==> src/rtl/cmplx_mul_pkg.sv <==
// Shared constants and types for the pipelined complex multiplier.
// Saturation is enabled by defining CMPLX_MUL_SAT_EN; the default build wraps.
package cmplx_mul_pkg;

   localparam int unsigned DATA_W_DEF = 18;
   localparam int unsigned OUT_W_DEF  = 18;
   localparam int unsigned SHIFT_DEF  = 17;

   // Full-precision width of a sum of two DATA_W x DATA_W products
   function automatic int unsigned full_w(input int unsigned data_w);
      return 2 * data_w + 1;
   endfunction

   typedef struct packed {
      logic signed [OUT_W_DEF-1:0] i;
      logic signed [OUT_W_DEF-1:0] q;
   } cplx_t;

endpackage

==> src/rtl/cmplx_mul_if.sv <==
// Sample-in / sample-out handshake bus of the complex multiplier.
interface cmplx_mul_if
   import cmplx_mul_pkg::*;
#(
   parameter int unsigned DATA_W = DATA_W_DEF,
   parameter int unsigned OUT_W  = OUT_W_DEF
) ();

   logic                     s_valid_i;
   logic                     s_ready_o;
   logic                     conj_i;
   logic signed [DATA_W-1:0] data_a_i_i;
   logic signed [DATA_W-1:0] data_a_q_i;
   logic signed [DATA_W-1:0] data_b_i_i;
   logic signed [DATA_W-1:0] data_b_q_i;
   logic                     m_valid_o;
   logic                     m_ready_i;
   logic signed [OUT_W-1:0]  data_i_o;
   logic signed [OUT_W-1:0]  data_q_o;
   logic                     ovf_o;

   modport master (
      output s_valid_i, conj_i, data_a_i_i, data_a_q_i, data_b_i_i, data_b_q_i, m_ready_i,
      input  s_ready_o, m_valid_o, data_i_o, data_q_o, ovf_o
   );

   modport slave (
      input  s_valid_i, conj_i, data_a_i_i, data_a_q_i, data_b_i_i, data_b_q_i, m_ready_i,
      output s_ready_o, m_valid_o, data_i_o, data_q_o, ovf_o
   );

endinterface

==> src/rtl/cmplx_mul_pipe_rnd_sat.sv <==
// One output component: registers the rounded sum (stage 3), then shifts and
// reduces it to OUT_W combinationally. CMPLX_MUL_SAT_EN selects clamping over wrap.
module cmplx_rnd_sat
   import cmplx_mul_pkg::*;
#(
   parameter int unsigned FW    = full_w(DATA_W_DEF),
   parameter int unsigned OUT_W = OUT_W_DEF,
   parameter int unsigned SHIFT = SHIFT_DEF
) (
   input  logic                    clk_i,
   input  logic                    arst_n_i,
   input  logic                    ce_i,
   input  logic signed [FW-1:0]    sum_i,
   output logic signed [OUT_W-1:0] data_c_o,
   output logic                    ovf_c_o
);

   localparam int unsigned RW = FW + 1;
   localparam int unsigned EW = (OUT_W > RW) ? OUT_W : RW;
   // Half an output LSB; collapses to zero when SHIFT is 0
   localparam logic [RW-1:0] RND_C = (RW'(1) << SHIFT) >> 1;

   logic signed [RW-1:0] rnd_d;
   logic signed [RW-1:0] rnd_q;
   logic signed [EW-1:0] shifted;

   assign rnd_d = RW'(sum_i) + $signed(RND_C);

   always_ff @(posedge clk_i or negedge arst_n_i) begin
      if (!arst_n_i) begin
         rnd_q <= '0;
      end else if (ce_i) begin
         rnd_q <= rnd_d;
      end
   end

   assign shifted = EW'(rnd_q) >>> SHIFT;

`ifdef CMPLX_MUL_SAT_EN
   // Bits above the output sign must all match the sign to be representable
   logic [EW-OUT_W:0] hi;
   assign hi = shifted[EW-1:OUT_W-1];

   always_comb begin
      ovf_c_o  = 1'b0;
      data_c_o = OUT_W'(shifted);
      if (!((&hi) || (~|hi))) begin
         ovf_c_o  = 1'b1;
         data_c_o = shifted[EW-1] ? {1'b1, {(OUT_W-1){1'b0}}} : {1'b0, {(OUT_W-1){1'b1}}};
      end
   end
`else
   assign data_c_o = OUT_W'(shifted);
   assign ovf_c_o  = 1'b0;
`endif

endmodule

==> src/rtl/cmplx_mul_pipe.sv <==
// Four-stage pipelined complex multiplier, a*b or a*conj(b), with a global
// stall enable. Define CMPLX_MUL_SAT_EN for saturating output reduction.
module cmplx_mul_pipe
   import cmplx_mul_pkg::*;
#(
   parameter int unsigned DATA_W = DATA_W_DEF,
   parameter int unsigned OUT_W  = OUT_W_DEF,
   parameter int unsigned SHIFT  = SHIFT_DEF
) (
   input logic        clk_i,
   input logic        arst_n_i,
   cmplx_mul_if.slave bus
);

   localparam int unsigned FW = full_w(DATA_W);
   localparam int unsigned PW = 2 * DATA_W;

   logic ce_c;

   logic                     v1_q, conj1_q;
   logic signed [DATA_W-1:0] ai1_q, aq1_q, bi1_q, bq1_q;
   logic                     v2_q, conj2_q;
   logic signed [PW-1:0]     p_ii_d, p_qq_d, p_iq_d, p_qi_d;
   logic signed [PW-1:0]     p_ii_q, p_qq_q, p_iq_q, p_qi_q;
   logic                     v3_q;
   logic signed [FW-1:0]     sum_re_d, sum_im_d;
   logic signed [OUT_W-1:0]  res_re_c, res_im_c;
   logic                     ovf_re_c, ovf_im_c;
   logic                     m_valid_q, ovf_q;
   logic signed [OUT_W-1:0]  data_re_q, data_im_q;

   // Every stage moves together unless a held output is being refused
   assign ce_c          = !m_valid_q || bus.m_ready_i;
   assign bus.s_ready_o = ce_c;

   assign p_ii_d = PW'(ai1_q) * PW'(bi1_q);
   assign p_qq_d = PW'(aq1_q) * PW'(bq1_q);
   assign p_iq_d = PW'(ai1_q) * PW'(bq1_q);
   assign p_qi_d = PW'(aq1_q) * PW'(bi1_q);

   always_comb begin
      sum_re_d = FW'(p_ii_q) - FW'(p_qq_q);
      sum_im_d = FW'(p_iq_q) + FW'(p_qi_q);
      if (conj2_q) begin
         sum_re_d = FW'(p_ii_q) + FW'(p_qq_q);
         sum_im_d = FW'(p_qi_q) - FW'(p_iq_q);
      end
   end

   always_ff @(posedge clk_i or negedge arst_n_i) begin
      if (!arst_n_i) begin
         v1_q      <= 1'b0;
         conj1_q   <= 1'b0;
         ai1_q     <= '0;
         aq1_q     <= '0;
         bi1_q     <= '0;
         bq1_q     <= '0;
         v2_q      <= 1'b0;
         conj2_q   <= 1'b0;
         p_ii_q    <= '0;
         p_qq_q    <= '0;
         p_iq_q    <= '0;
         p_qi_q    <= '0;
         v3_q      <= 1'b0;
         m_valid_q <= 1'b0;
         data_re_q <= '0;
         data_im_q <= '0;
         ovf_q     <= 1'b0;
      end else if (ce_c) begin
         v1_q      <= bus.s_valid_i;
         conj1_q   <= bus.conj_i;
         ai1_q     <= bus.data_a_i_i;
         aq1_q     <= bus.data_a_q_i;
         bi1_q     <= bus.data_b_i_i;
         bq1_q     <= bus.data_b_q_i;
         v2_q      <= v1_q;
         conj2_q   <= conj1_q;
         p_ii_q    <= p_ii_d;
         p_qq_q    <= p_qq_d;
         p_iq_q    <= p_iq_d;
         p_qi_q    <= p_qi_d;
         v3_q      <= v2_q;
         m_valid_q <= v3_q;
         data_re_q <= res_re_c;
         data_im_q <= res_im_c;
         ovf_q     <= v3_q & (ovf_re_c | ovf_im_c);
      end
   end

   cmplx_rnd_sat #(.FW(FW), .OUT_W(OUT_W), .SHIFT(SHIFT)) u_rnd_re (
      .clk_i    (clk_i),
      .arst_n_i (arst_n_i),
      .ce_i     (ce_c),
      .sum_i    (sum_re_d),
      .data_c_o (res_re_c),
      .ovf_c_o  (ovf_re_c)
   );

   cmplx_rnd_sat #(.FW(FW), .OUT_W(OUT_W), .SHIFT(SHIFT)) u_rnd_im (
      .clk_i    (clk_i),
      .arst_n_i (arst_n_i),
      .ce_i     (ce_c),
      .sum_i    (sum_im_d),
      .data_c_o (res_im_c),
      .ovf_c_o  (ovf_im_c)
   );

   assign bus.m_valid_o = m_valid_q;
   assign bus.data_i_o  = data_re_q;
   assign bus.data_q_o  = data_im_q;
   assign bus.ovf_o     = ovf_q;

endmodule
==> src/flat_wrapper.sv <==
// flat-port wrapper written by rule: the top's interface ports become plain ports
module cmplx_mul_pipe_flat import cmplx_mul_pkg::*;
#(
   parameter int unsigned DATA_W = DATA_W_DEF,
   parameter int unsigned OUT_W  = OUT_W_DEF,
   parameter int unsigned SHIFT  = SHIFT_DEF
)
  (clk_i, arst_n_i, bus_s_valid_i, bus_conj_i, bus_data_a_i_i, bus_data_a_q_i, bus_data_b_i_i, bus_data_b_q_i, bus_m_ready_i, bus_s_ready_o, bus_m_valid_o, bus_data_i_o, bus_data_q_o, bus_ovf_o);
  cmplx_mul_if #(.DATA_W(DATA_W), .OUT_W(OUT_W)) bus_i ();
  input logic clk_i;
  input logic arst_n_i;
  input wire logic [$bits(bus_i.s_valid_i)-1:0] bus_s_valid_i;
  input wire logic [$bits(bus_i.conj_i)-1:0] bus_conj_i;
  input wire logic [$bits(bus_i.data_a_i_i)-1:0] bus_data_a_i_i;
  input wire logic [$bits(bus_i.data_a_q_i)-1:0] bus_data_a_q_i;
  input wire logic [$bits(bus_i.data_b_i_i)-1:0] bus_data_b_i_i;
  input wire logic [$bits(bus_i.data_b_q_i)-1:0] bus_data_b_q_i;
  input wire logic [$bits(bus_i.m_ready_i)-1:0] bus_m_ready_i;
  output wire logic [$bits(bus_i.s_ready_o)-1:0] bus_s_ready_o;
  output wire logic [$bits(bus_i.m_valid_o)-1:0] bus_m_valid_o;
  output wire logic [$bits(bus_i.data_i_o)-1:0] bus_data_i_o;
  output wire logic [$bits(bus_i.data_q_o)-1:0] bus_data_q_o;
  output wire logic [$bits(bus_i.ovf_o)-1:0] bus_ovf_o;
  assign bus_i.s_valid_i = bus_s_valid_i;
  assign bus_i.conj_i = bus_conj_i;
  assign bus_i.data_a_i_i = bus_data_a_i_i;
  assign bus_i.data_a_q_i = bus_data_a_q_i;
  assign bus_i.data_b_i_i = bus_data_b_i_i;
  assign bus_i.data_b_q_i = bus_data_b_q_i;
  assign bus_i.m_ready_i = bus_m_ready_i;
  assign bus_s_ready_o = bus_i.s_ready_o;
  assign bus_m_valid_o = bus_i.m_valid_o;
  assign bus_data_i_o = bus_i.data_i_o;
  assign bus_data_q_o = bus_i.data_q_o;
  assign bus_ovf_o = bus_i.ovf_o;
  cmplx_mul_pipe #(.DATA_W(DATA_W), .OUT_W(OUT_W), .SHIFT(SHIFT)) u_core (.clk_i(clk_i), .arst_n_i(arst_n_i), .bus(bus_i));
endmodule
==> config.mk <==
export PLATFORM = sky130hd
export DESIGN_NAME = cmplx_mul_pipe_flat
export DESIGN_NICKNAME = d
export VERILOG_FILES = /design/src/rtl/cmplx_mul_pkg.sv /design/src/rtl/cmplx_mul_if.sv /design/src/rtl/cmplx_mul_pipe_rnd_sat.sv /design/src/rtl/cmplx_mul_pipe.sv /design/src/flat_wrapper.sv
export SDC_FILE = /design/constraint.sdc
export NUM_CORES = 2
export LEC_CHECK = 0
export CAP_MARGIN = 20
export CORE_MARGIN = 4
export CORE_UTILIZATION = 30
export DETAILED_ROUTE_END_ITERATION = 7
export DONT_BUFFER_PORTS = 1
export PLACE_DENSITY_LB_ADDON = 0.05
export SETUP_SLACK_MARGIN = 0.3
export SLEW_MARGIN = 10
export SYNTH_ARGS = -nofsm -noshare
export SYNTH_HDL_FRONTEND = slang
export SYNTH_HIERARCHICAL = 1
export SYNTH_SLANG_ARGS = --single-unit
==> constraint.sdc <==
create_clock -name clk_i -period 17.19 [get_ports clk_i]
set_input_delay 1.719 -clock clk_i [delete_from_list [all_inputs] [get_ports clk_i]]
set_output_delay 1.719 -clock clk_i [all_outputs]
set_load 0.03 [all_outputs]
==> flow_summary.toml <==
[clocking]
clkSinkCount = 291
h-tree-depth = 2
post_cts_resized = 0
clockRootBuffer = "clkbuf_16"
holdBufCountCts = 0
clk_latency_ns = 0.71
clkTransAtPathRegs_ns = 0.06
numCtsBuffers = 47
clockBufferDepth = 3
postCtsSetupRepairBufs = 0
cts_tree = "built"

[place]
port_buffers = 0
dp_hpwl_mm = 154
place_area_mm2 = 0.0662
place_congestion = 0.795

[cells_and_area]
num-fill-cells = 22263
drive_above_1_share = 0.0301
finalInstanceArea_mm2 = 0.0678
nNetsFinal = 8746
area_growth_syn_to_layout_pct = 6.89

[setup_path]
r2r_slack_ns = 9.14
cp-endpoint = "u_core/p_qq_q[29]$_DFFE_PN0P_"
regToRegStartpoint = "u_core/bq1_q[7]$_DFFE_PN0P_"
critPathSlowestCell = "dfrtp_1"
start_kind = "flip-flop"
crit_top_cell = "fa_1"
critPathKind = "reg -> reg"
cp_top_family = "adder cells"
rr_endpoint = "u_core/p_qq_q[29]$_DFFE_PN0P_"
startpoint = "u_core/bq1_q[7]$_DFFE_PN0P_"
cp.required_ns = 17.73
crit_buf_inv = 4
r2r_cells = 18
critical_path_arrival_ns = 8.58
crit_chain = "buf_4 > nand2_1 > fa_1 > inv_1 > fa_1 > fa_1 > fa_1 > fa_1 > inv_1 > fa_1 > inv_1 > ha_1 > nand2_1 > or3_1 > a211oi_1 > nor2_1 > xor2_1 > a21oi_1"
crit_fanout = 20
cpPeakStageDelay_ns = 0.91
cp.depth = 18
worstSetupEndpointType = "flip-flop"

[synth]
netlist_instances = 7137
netlist_area_mm2 = 0.0634
syn_avg_cell_area_um2 = 8.89
syn-num-nets = 8978
yosysWarnings = 6

[flow_run]
max_cap_violations = 0

[sta]
finalCriticalPeriod_ns = 8.05
tns_ns = 0
tightest_slew_ns = 1.10
final_hold_viol_count = 0
report.final.slew_viol_count = 0
fmax_mhz = 124
max_slew_margin = 0.259
finalCritPeriodShare = 0.468
rsz0062_at_grt = "false"
hold_slack_ns = 0.466
skew_ns = 0.0580
setup_violations = 0

[routing]
wl_per_cell_um = 21.0
viasPerCell = 4.65
drt_wl_total_mm = 204
final_antenna_net_count = 0
vias = 45363
dr.first_iter.drc_count = 2556
route.detailed.drc = 0
drt_first_pass_iters = 5

[status]
status = "complete, no violations"

[global_routing]
grt_max_degree = 292
grt_pass1_vias = 49215
grt_overflow = 0
antenna_found_initial = 11
grt_pass1_wl_mm = 317
grt_util_all_layers = 0.193

[die]
ioPinCount = 116
dieArea_mm2 = 0.219
core_area_mm2 = 0.210
dieHeight_um = 468
die_x_um = 468
initial_core_util = 0.302
fp-row-count = 168

[hold_path]
worst_hold_path_type = "reg -> reg"
whs_path_depth = 2
-- placed cells by master (no fill, tap or decap), types with 71 or more instances in the layout --
cell	instances
and2_1	657
nor2_1	263
ha_1	446
xor2_1	89
o21ai_0	135
inv_1	1513
fa_1	1318
nand2_1	1113
a21o_1	71
dfrtp_1	290
buf_4	84
xnor2_1	120
a21oi_1	239
-- how the worst min path moves through the flow --
stage,end,start
final,u_core/aq1_q[13]$_DFFE_PN0P_,u_core/aq1_q[13]$_DFFE_PN0P_
after global routing,u_core/bi1_q[16]$_DFFE_PN0P_,u_core/bi1_q[16]$_DFFE_PN0P_
after floorplan,u_core/conj1_q$_DFFE_PN0P_,u_core/conj1_q$_DFFE_PN0P_
after global placement,u_core/aq1_q[11]$_DFFE_PN0P_,u_core/aq1_q[11]$_DFFE_PN0P_
after detailed placement,u_core/aq1_q[13]$_DFFE_PN0P_,u_core/aq1_q[13]$_DFFE_PN0P_
after CTS,u_core/aq1_q[13]$_DFFE_PN0P_,u_core/aq1_q[13]$_DFFE_PN0P_
-- sequential cells by signal, indices dropped and copies added (netlist names), 18 cells and up --
register and flops:
u_core/p_ii_q 35, u_core/p_iq_q 35, u_core/p_qi_q 35, u_core/p_qq_q 35, u_core/ai1_q 18, u_core/aq1_q 18, u_core/bi1_q 18, u_core/bq1_q 18
u_core/bus.data_i_o 18, u_core/bus.data_q_o 18, u_core/u_rnd_im/rnd_q 18, u_core/u_rnd_re/rnd_q 18
-- layout make-up --
cell class / count / area (um^2) / area share
repair buffers: 85 / 651 / 0.00959
inverters: 1515 / 5690 / 0.0840
well taps: 2805 / 3510 / 0.0518
clock buffers: 68 / 1390 / 0.0204
diodes: 6 / 15.0 / 0.000221
multi-input cells: 4965 / 49100 / 0.724
flip-flops and latches: 291 / 7280 / 0.107
clock inverters: 16 / 180 / 0.00266
-- layer usage --
layer  vias up  GRT usage  share of wire
met5         -          0        0.00014
met4         4     0.0379          0.019
met3       128     0.0280          0.046
met2       719      0.308           0.46
met1     23748      0.280           0.48
li1      20764          -              -
-- worst register-to-register path, cell delays in order (launching register included) --
cell and delay [ns]:
dfrtp_1 0.91, buf_4 0.39, nand2_1 0.16, fa_1 0.55
inv_1 0.07, fa_1 0.84, fa_1 0.54, fa_1 0.51
fa_1 0.52, inv_1 0.06, fa_1 0.48, inv_1 0.04
ha_1 0.50, nand2_1 0.24, or3_1 0.44, a211oi_1 0.75
nor2_1 0.14, xor2_1 0.59, a21oi_1 0.16
-- metrics by stage --
stage	util	setup slack, ns	cells
2_1_floorplan	-	10.63	7137
3_3_place_gp	0.315	9.20	9661
3_5_place_dp	0.315	9.22	9661
4_1_cts	0.323	9.20	9745
5_1_grt	0.323	8.74	9746
6_report	0.323	9.14	9751
Power is left out: the tool's default activity adds up to more than one toggle a clock period on the data nets, which glitch-free logic cannot reach.
